<file path="src/rtl/lcd_name_writer.sv">
// HD44780 8-bit bus writer: runs the panel power-on init after reset, then on
// request copies a 16-character exercise name from the name ROM onto line 1.
module lcd_name_writer #(
  parameter int         PWR_WAIT_CYC = 1000000,
  parameter int         E_HIGH_CYC   = 25,
  parameter int         CMD_WAIT_CYC = 2500,
  parameter int         CLR_WAIT_CYC = 100000,
  parameter logic [7:0] LINE_ADDR    = 8'h80
) (
  input  logic       clk,
  input  logic       rst,
  input  logic       start,
  input  logic [3:0] exercise_id,
  output logic       busy,
  output logic       done,
  output logic [3:0] rom_exercise_id,
  output logic [4:0] rom_char_index,
  input  logic [7:0] rom_ascii_char,
  output logic       lcd_rs,
  output logic       lcd_rw,
  output logic       lcd_e,
  output logic [7:0] lcd_data
);

  typedef enum logic [2:0] {
    S_PWR_WAIT, S_INIT, S_IDLE, S_SET_ADDR, S_FETCH, S_WRITE, S_FINISH
  } state_e;
  typedef enum logic [1:0] {PH_SETUP, PH_E_HIGH, PH_HOLD} phase_e;
  typedef enum logic [1:0] {SEQ_INIT, SEQ_ADDR, SEQ_CHAR} seq_e;

  localparam logic [31:0] PWR_LAST = 32'(PWR_WAIT_CYC - 1);
  localparam logic [31:0] E_LAST   = 32'(E_HIGH_CYC - 1);
  localparam logic [31:0] CMD_WAIT = 32'(CMD_WAIT_CYC);
  localparam logic [31:0] CLR_WAIT = 32'(CLR_WAIT_CYC);

  function automatic logic [7:0] init_cmd(input logic [1:0] idx);
    case (idx)
      2'd0:    init_cmd = 8'h38;
      2'd1:    init_cmd = 8'h0C;
      2'd2:    init_cmd = 8'h01;
      2'd3:    init_cmd = 8'h06;
      default: init_cmd = 8'h38;
    endcase
  endfunction

  state_e      state_q, state_d;
  phase_e      phase_q, phase_d;
  seq_e        seq_q, seq_d;
  logic [31:0] cnt_q, cnt_d;
  logic [31:0] wait_q, wait_d;
  logic [1:0]  init_idx_q, init_idx_d;
  logic        busy_q, busy_d;
  logic        done_q, done_d;
  logic [3:0]  rom_id_q, rom_id_d;
  logic [4:0]  rom_idx_q, rom_idx_d;
  logic        lcd_rs_q, lcd_rs_d;
  logic        lcd_rw_q, lcd_rw_d;
  logic        lcd_e_q, lcd_e_d;
  logic [7:0]  lcd_data_q, lcd_data_d;

  // Next-state and next-output logic; every write funnels through S_WRITE.
  always_comb begin
    state_d    = state_q;
    phase_d    = phase_q;
    seq_d      = seq_q;
    cnt_d      = cnt_q;
    wait_d     = wait_q;
    init_idx_d = init_idx_q;
    busy_d     = busy_q;
    done_d     = 1'b0;
    rom_id_d   = rom_id_q;
    rom_idx_d  = rom_idx_q;
    lcd_rs_d   = lcd_rs_q;
    lcd_rw_d   = 1'b0;
    lcd_e_d    = lcd_e_q;
    lcd_data_d = lcd_data_q;

    case (state_q)
      S_PWR_WAIT: begin
        if (cnt_q == PWR_LAST) begin
          state_d    = S_INIT;
          cnt_d      = 32'd0;
          init_idx_d = 2'd0;
        end else begin
          cnt_d = cnt_q + 32'd1;
        end
      end
      S_INIT: begin
        lcd_data_d = init_cmd(init_idx_q);
        lcd_rs_d   = 1'b0;
        wait_d     = (init_cmd(init_idx_q) == 8'h01) ? CLR_WAIT : CMD_WAIT;
        seq_d      = SEQ_INIT;
        state_d    = S_WRITE;
        phase_d    = PH_SETUP;
        cnt_d      = 32'd0;
      end
      S_IDLE: begin
        if (start) begin
          rom_id_d = exercise_id;
          busy_d   = 1'b1;
          state_d  = S_SET_ADDR;
        end else begin
          state_d = S_IDLE;
        end
      end
      S_SET_ADDR: begin
        lcd_data_d = LINE_ADDR;
        lcd_rs_d   = 1'b0;
        wait_d     = CMD_WAIT;
        seq_d      = SEQ_ADDR;
        rom_idx_d  = 5'd0;
        state_d    = S_WRITE;
        phase_d    = PH_SETUP;
        cnt_d      = 32'd0;
      end
      S_FETCH: begin
        lcd_data_d = rom_ascii_char;
        lcd_rs_d   = 1'b1;
        wait_d     = CMD_WAIT;
        seq_d      = SEQ_CHAR;
        state_d    = S_WRITE;
        phase_d    = PH_SETUP;
        cnt_d      = 32'd0;
      end
      S_WRITE: begin
        case (phase_q)
          PH_SETUP: begin
            lcd_e_d = 1'b1;
            phase_d = PH_E_HIGH;
            cnt_d   = 32'd0;
          end
          PH_E_HIGH: begin
            if (cnt_q == E_LAST) begin
              lcd_e_d = 1'b0;
              phase_d = PH_HOLD;
              cnt_d   = 32'd0;
            end else begin
              cnt_d = cnt_q + 32'd1;
            end
          end
          PH_HOLD: begin
            if (cnt_q == wait_q - 32'd1) begin
              cnt_d = 32'd0;
              // Pick the follow-on step from which sequence issued this write.
              case (seq_q)
                SEQ_INIT: begin
                  if (init_idx_q == 2'd3) begin
                    state_d = S_IDLE;
                    busy_d  = 1'b0;
                  end else begin
                    init_idx_d = init_idx_q + 2'd1;
                    state_d    = S_INIT;
                  end
                end
                SEQ_ADDR: state_d = S_FETCH;
                SEQ_CHAR: begin
                  if (rom_idx_q == 5'd15) begin
                    state_d = S_FINISH;
                  end else begin
                    rom_idx_d = rom_idx_q + 5'd1;
                    state_d   = S_FETCH;
                  end
                end
                default: state_d = S_IDLE;
              endcase
            end else begin
              cnt_d = cnt_q + 32'd1;
            end
          end
          default: begin
            lcd_e_d = 1'b0;
            phase_d = PH_SETUP;
          end
        endcase
      end
      S_FINISH: begin
        done_d   = 1'b1;
        busy_d   = 1'b0;
        lcd_rs_d = 1'b0;
        state_d  = S_IDLE;
      end
      default: begin
        state_d = S_PWR_WAIT;
        cnt_d   = 32'd0;
      end
    endcase
  end

  // State and output registers with synchronous reset.
  always_ff @(posedge clk) begin
    if (rst) begin
      state_q    <= S_PWR_WAIT;
      phase_q    <= PH_SETUP;
      seq_q      <= SEQ_INIT;
      cnt_q      <= 32'd0;
      wait_q     <= 32'd0;
      init_idx_q <= 2'd0;
      busy_q     <= 1'b1;
      done_q     <= 1'b0;
      rom_id_q   <= 4'd0;
      rom_idx_q  <= 5'd0;
      lcd_rs_q   <= 1'b0;
      lcd_rw_q   <= 1'b0;
      lcd_e_q    <= 1'b0;
      lcd_data_q <= 8'h00;
    end else begin
      state_q    <= state_d;
      phase_q    <= phase_d;
      seq_q      <= seq_d;
      cnt_q      <= cnt_d;
      wait_q     <= wait_d;
      init_idx_q <= init_idx_d;
      busy_q     <= busy_d;
      done_q     <= done_d;
      rom_id_q   <= rom_id_d;
      rom_idx_q  <= rom_idx_d;
      lcd_rs_q   <= lcd_rs_d;
      lcd_rw_q   <= lcd_rw_d;
      lcd_e_q    <= lcd_e_d;
      lcd_data_q <= lcd_data_d;
    end
  end

  assign busy            = busy_q;
  assign done            = done_q;
  assign rom_exercise_id = rom_id_q;
  assign rom_char_index  = rom_idx_q;
  assign lcd_rs          = lcd_rs_q;
  assign lcd_rw          = lcd_rw_q;
  assign lcd_e           = lcd_e_q;
  assign lcd_data        = lcd_data_q;

endmodule

</file>
<file path="config.mk">
export PLATFORM = sky130hd
export DESIGN_NAME = lcd_name_writer
export DESIGN_NICKNAME = d
export VERILOG_FILES = /design/src/rtl/lcd_name_writer.sv
export SDC_FILE = /design/constraint.sdc
export NUM_CORES = 1
export LEC_CHECK = 0
export ABC_AREA = 1
export CAP_MARGIN = 10
export CORE_MARGIN = 3
export CORE_UTILIZATION = 64
export DETAILED_ROUTE_END_ITERATION = 10
export GPL_TIMING_DRIVEN = 0
export PLACE_DENSITY = 0.83
export SLEW_MARGIN = 10
export SYNTH_ARGS = -nofsm -noshare
export SYNTH_HDL_FRONTEND = slang
export SYNTH_SLANG_ARGS = --single-unit
</file>
<file path="constraint.sdc">
create_clock -name clk -period 5.1 [get_ports clk]
set_clock_uncertainty 0.05 [all_clocks]
set_input_delay 1.02 -clock clk [delete_from_list [all_inputs] [get_ports clk]]
set_output_delay 1.02 -clock clk [all_outputs]
set_load 0.005 [all_outputs]
</file>
==> flow_summary.toml <==
[timing]
finalHoldViolCount = 0
slew_violations = 0
setup_viol = 0
rsz0062_at_grt = "no"
clock.fmax_mhz = 289
slew_headroom_pct = 51.3
tightest_slew_ps = 731
fin_crit_ps = 3470
finalSetupTns_ps = 0
min_period_over_period_pct = 67.9

[route]
drt_iter0_markers = 645
wl_per_cell_um = 16.5
drc_errors = 0
dr_total_vias = 5840
ant_nets = 0
vias_per_cell = 5.90
first_pass_iters = 6
routed_wl_mm = 16.4

[yosys]
synth_top_flop_cell = "dfxtp_1"
synth_cells = 842
yosysMostFrequentCell = "nand2_1"
synth_area_per_cell_um2 = 5.89
ys_warn_count = 0
async_flop_share_pct = 0
synth.cell_area_mm2 = 0.00496
synth-seq-area-share_pct = 26.2
synth.area.top_cells = "dfxtp_1 (26%), nand2_1 (21%), nand3_1 (9.5%), inv_1 (7.9%), nor2_1 (7.3%)"
synth_edf_count = 0
synth_nets = 877
netlist.top_cell.by_area = "dfxtp_1"
synth_top_area_share_pct = 26.2
synth_common_cells = "nand2_1 (275), inv_1 (104), nor2_1 (97), nand3_1 (94), dfxtp_1 (65)"
synth_cell_type_count = 43
ys_ff_latch = 65

[setup_path]
cp.required_ps = 5290
cpPeakStageDelay_ps = 550
end_kind = "flip-flop"
critical_path_class = "reg2reg"
cp_common_cell = "nand2_1"
crit_arrival_ps = 3650
path_cells = "inv_2 -> ha_1 -> clkbuf_2 -> nand3_2 -> inv_2 -> ha_1 -> a21oi_1 -> nand2_1 -> nor2_1 -> nand2_1 -> nor2_1 -> nand3_1 -> nor2_1 -> nand2_1 -> nand2_2 -> nand2_4 -> buf_6 -> nand2_1 -> nand3_1 -> nand2_1 -> inv_1"
path_buf_inv = 5
startpoint_type = "flip-flop"
cp_slowest_cell = "dfxtp_1"
timing.critical_path.max_delay_family = "simple AND/OR/NAND/NOR gates"
worstPathMaxFanout = 10

[floorplan]
dieArea_mm2 = 0.00884
core_area_mm2 = 0.00737
io_pins = 37
die_x_um = 94.0
die_y_um = 94.0
rows = 31
initial_core_util_pct = 67.3

[clocking]
clock_sinks = 65
cts_resized = 0
clk_latency_ps = 350
cts_buffers = 9
path_clk_slew_ps = 80
htree_levels = 3
cts_tree = "done"
clock_path_buffers = 2
cts-hold-fix-buffers = 0
post_cts_buffers = 0
root_buffer = "clkbuf_8"

[power_and_ir_drop]
cellPowerDensity_mw_per_mm2 = 275
ir_worst_vdd_uv = 294
p_leak_nw = 2.54

[final_layout]
fillers = 553
final_cell_area_mm2 = 0.00564
drive_gt1_share_pct = 7.52
final_nets = 922
multi_input_area_mm2 = 0.00307
n_antenna_cell = 0
area_delta_synth_final_pct = 13.7
seqCellArea_mm2 = 0.00130

[placement]
io_buffers = 34
routabilityCongestion = 1.10
placed_area_mm2 = 0.00542
dp_hpwl_mm = 11.9

[grt]
grt_pass1_wl_mm = 26.0
grt-ovfl-total = 0
first_global_vias = 5516
grtUsageTotal_pct = 37.7
grt_max_degree = 13
antenna_found_initial = 0

[run_status]
outcome = "finished, final reports clean"

[job]
maxCapViolations = 0

[worst_hold_path]
hold_path_class = "reg2reg"
cell families after synthesis:
kind of cell | share of synthesized area, %
AND/OR/NAND/NOR | 46.3
AO/OA/AOI/OAI | 6.76
XOR/XNOR | 3.71
adder cells (fa/ha/maj) | 5.05
buffers and inverters | 11.8
flip-flops | 26.2
other | 0.0756
area by class of cell:
| class | instances | area share (%) |
|---|---|---|
| repair buffers | 34 | 6.03 |
| clock buffers | 9 | 2.20 |
| multi-input cells | 633 | 54.5 |
| plain buffers | 32 | 2.95 |
| flip-flops and latches | 65 | 23.1 |
| well taps | 99 | 2.20 |
| inverters | 112 | 7.45 |
| clock inverters | 6 | 1.64 |
power breakdown:
group,internal [mW],total (mW),switching [mW],leakage [nW]
Combinational,0.164,0.480,0.317,1.91
Clock,0.275,0.507,0.232,0.102
Sequential,0.536,0.566,0.0299,0.525
layer usage:
| metal | up-vias | GRT usage, % | wire [um] |
|---|---|---|---|
| li1 | 2734 | - | - |
| met5 | - | 0 | 0 |
| met1 | 2623 | 42.1 | 6090 |
| met2 | 380 | 65.3 | 7870 |
| met3 | 103 | 8.09 | 1410 |
| met4 | 0 | 22.0 | 985 |
through the flow:
step                      utilization, %  power, mW  instances  hold WS [ps]  setup WS [ps]
final                               76.5       1.55        990           422           1630
after detailed placement            73.6       1.03        975           399           1830
after global placement              73.6       1.02        975           403           1920
after floorplan                        -      0.895        842           401           2560
after global routing                76.5       1.63        990           453           1500
after CTS                           76.5       1.54        990           426           1790
worst min-delay path: cells and delay by family, from the launching register on:
family / cells / cell delay [ps]
simple gates: 1 / 60
flops: 1 / 320
compound gates: 1 / 50
final timing paths:
path,slack [ps],endpoint,cells past startpoint,from
max,1630,cnt_q[25],21,wait_q[15]
min,420,lcd_data[6],2,lcd_data[6]
max reg2reg,1630,cnt_q[25],21,wait_q[15]
min reg2reg,420,lcd_data[6],2,lcd_data[6]
registers in the layout, summed over array words and instances (netlist names):
name             count
rom_char_index       5
state_q              3
phase_q              2
lcd_e                1
lcd_rs               1
busy                 1
cnt_q               32
lcd_data             8
rom_exercise_id      4
wait_q               3
done                 1
init_idx_q           2
seq_q                2
cell usage in the layout (no fill, tap or decap), types with 4 or more instances in the layout:
cell             count
nand2_1            275
inv_1              104
nor2_1              97
nand3_1             94
dfxtp_1             65
clkdlybuf4s50_1     34
a21oi_1             24
ha_1                20
xor2_1              18
o21ai_0             17
nor3_1              17
clkbuf_1            13
buf_2               12
nand4_1             12
clkbuf_8             9
inv_2                8
or2_2                8
nor2_2               6
nor4_1               6
a31oi_1              6
nand2_2              4
No activity file was read; power rests on OpenSTA's default activity.
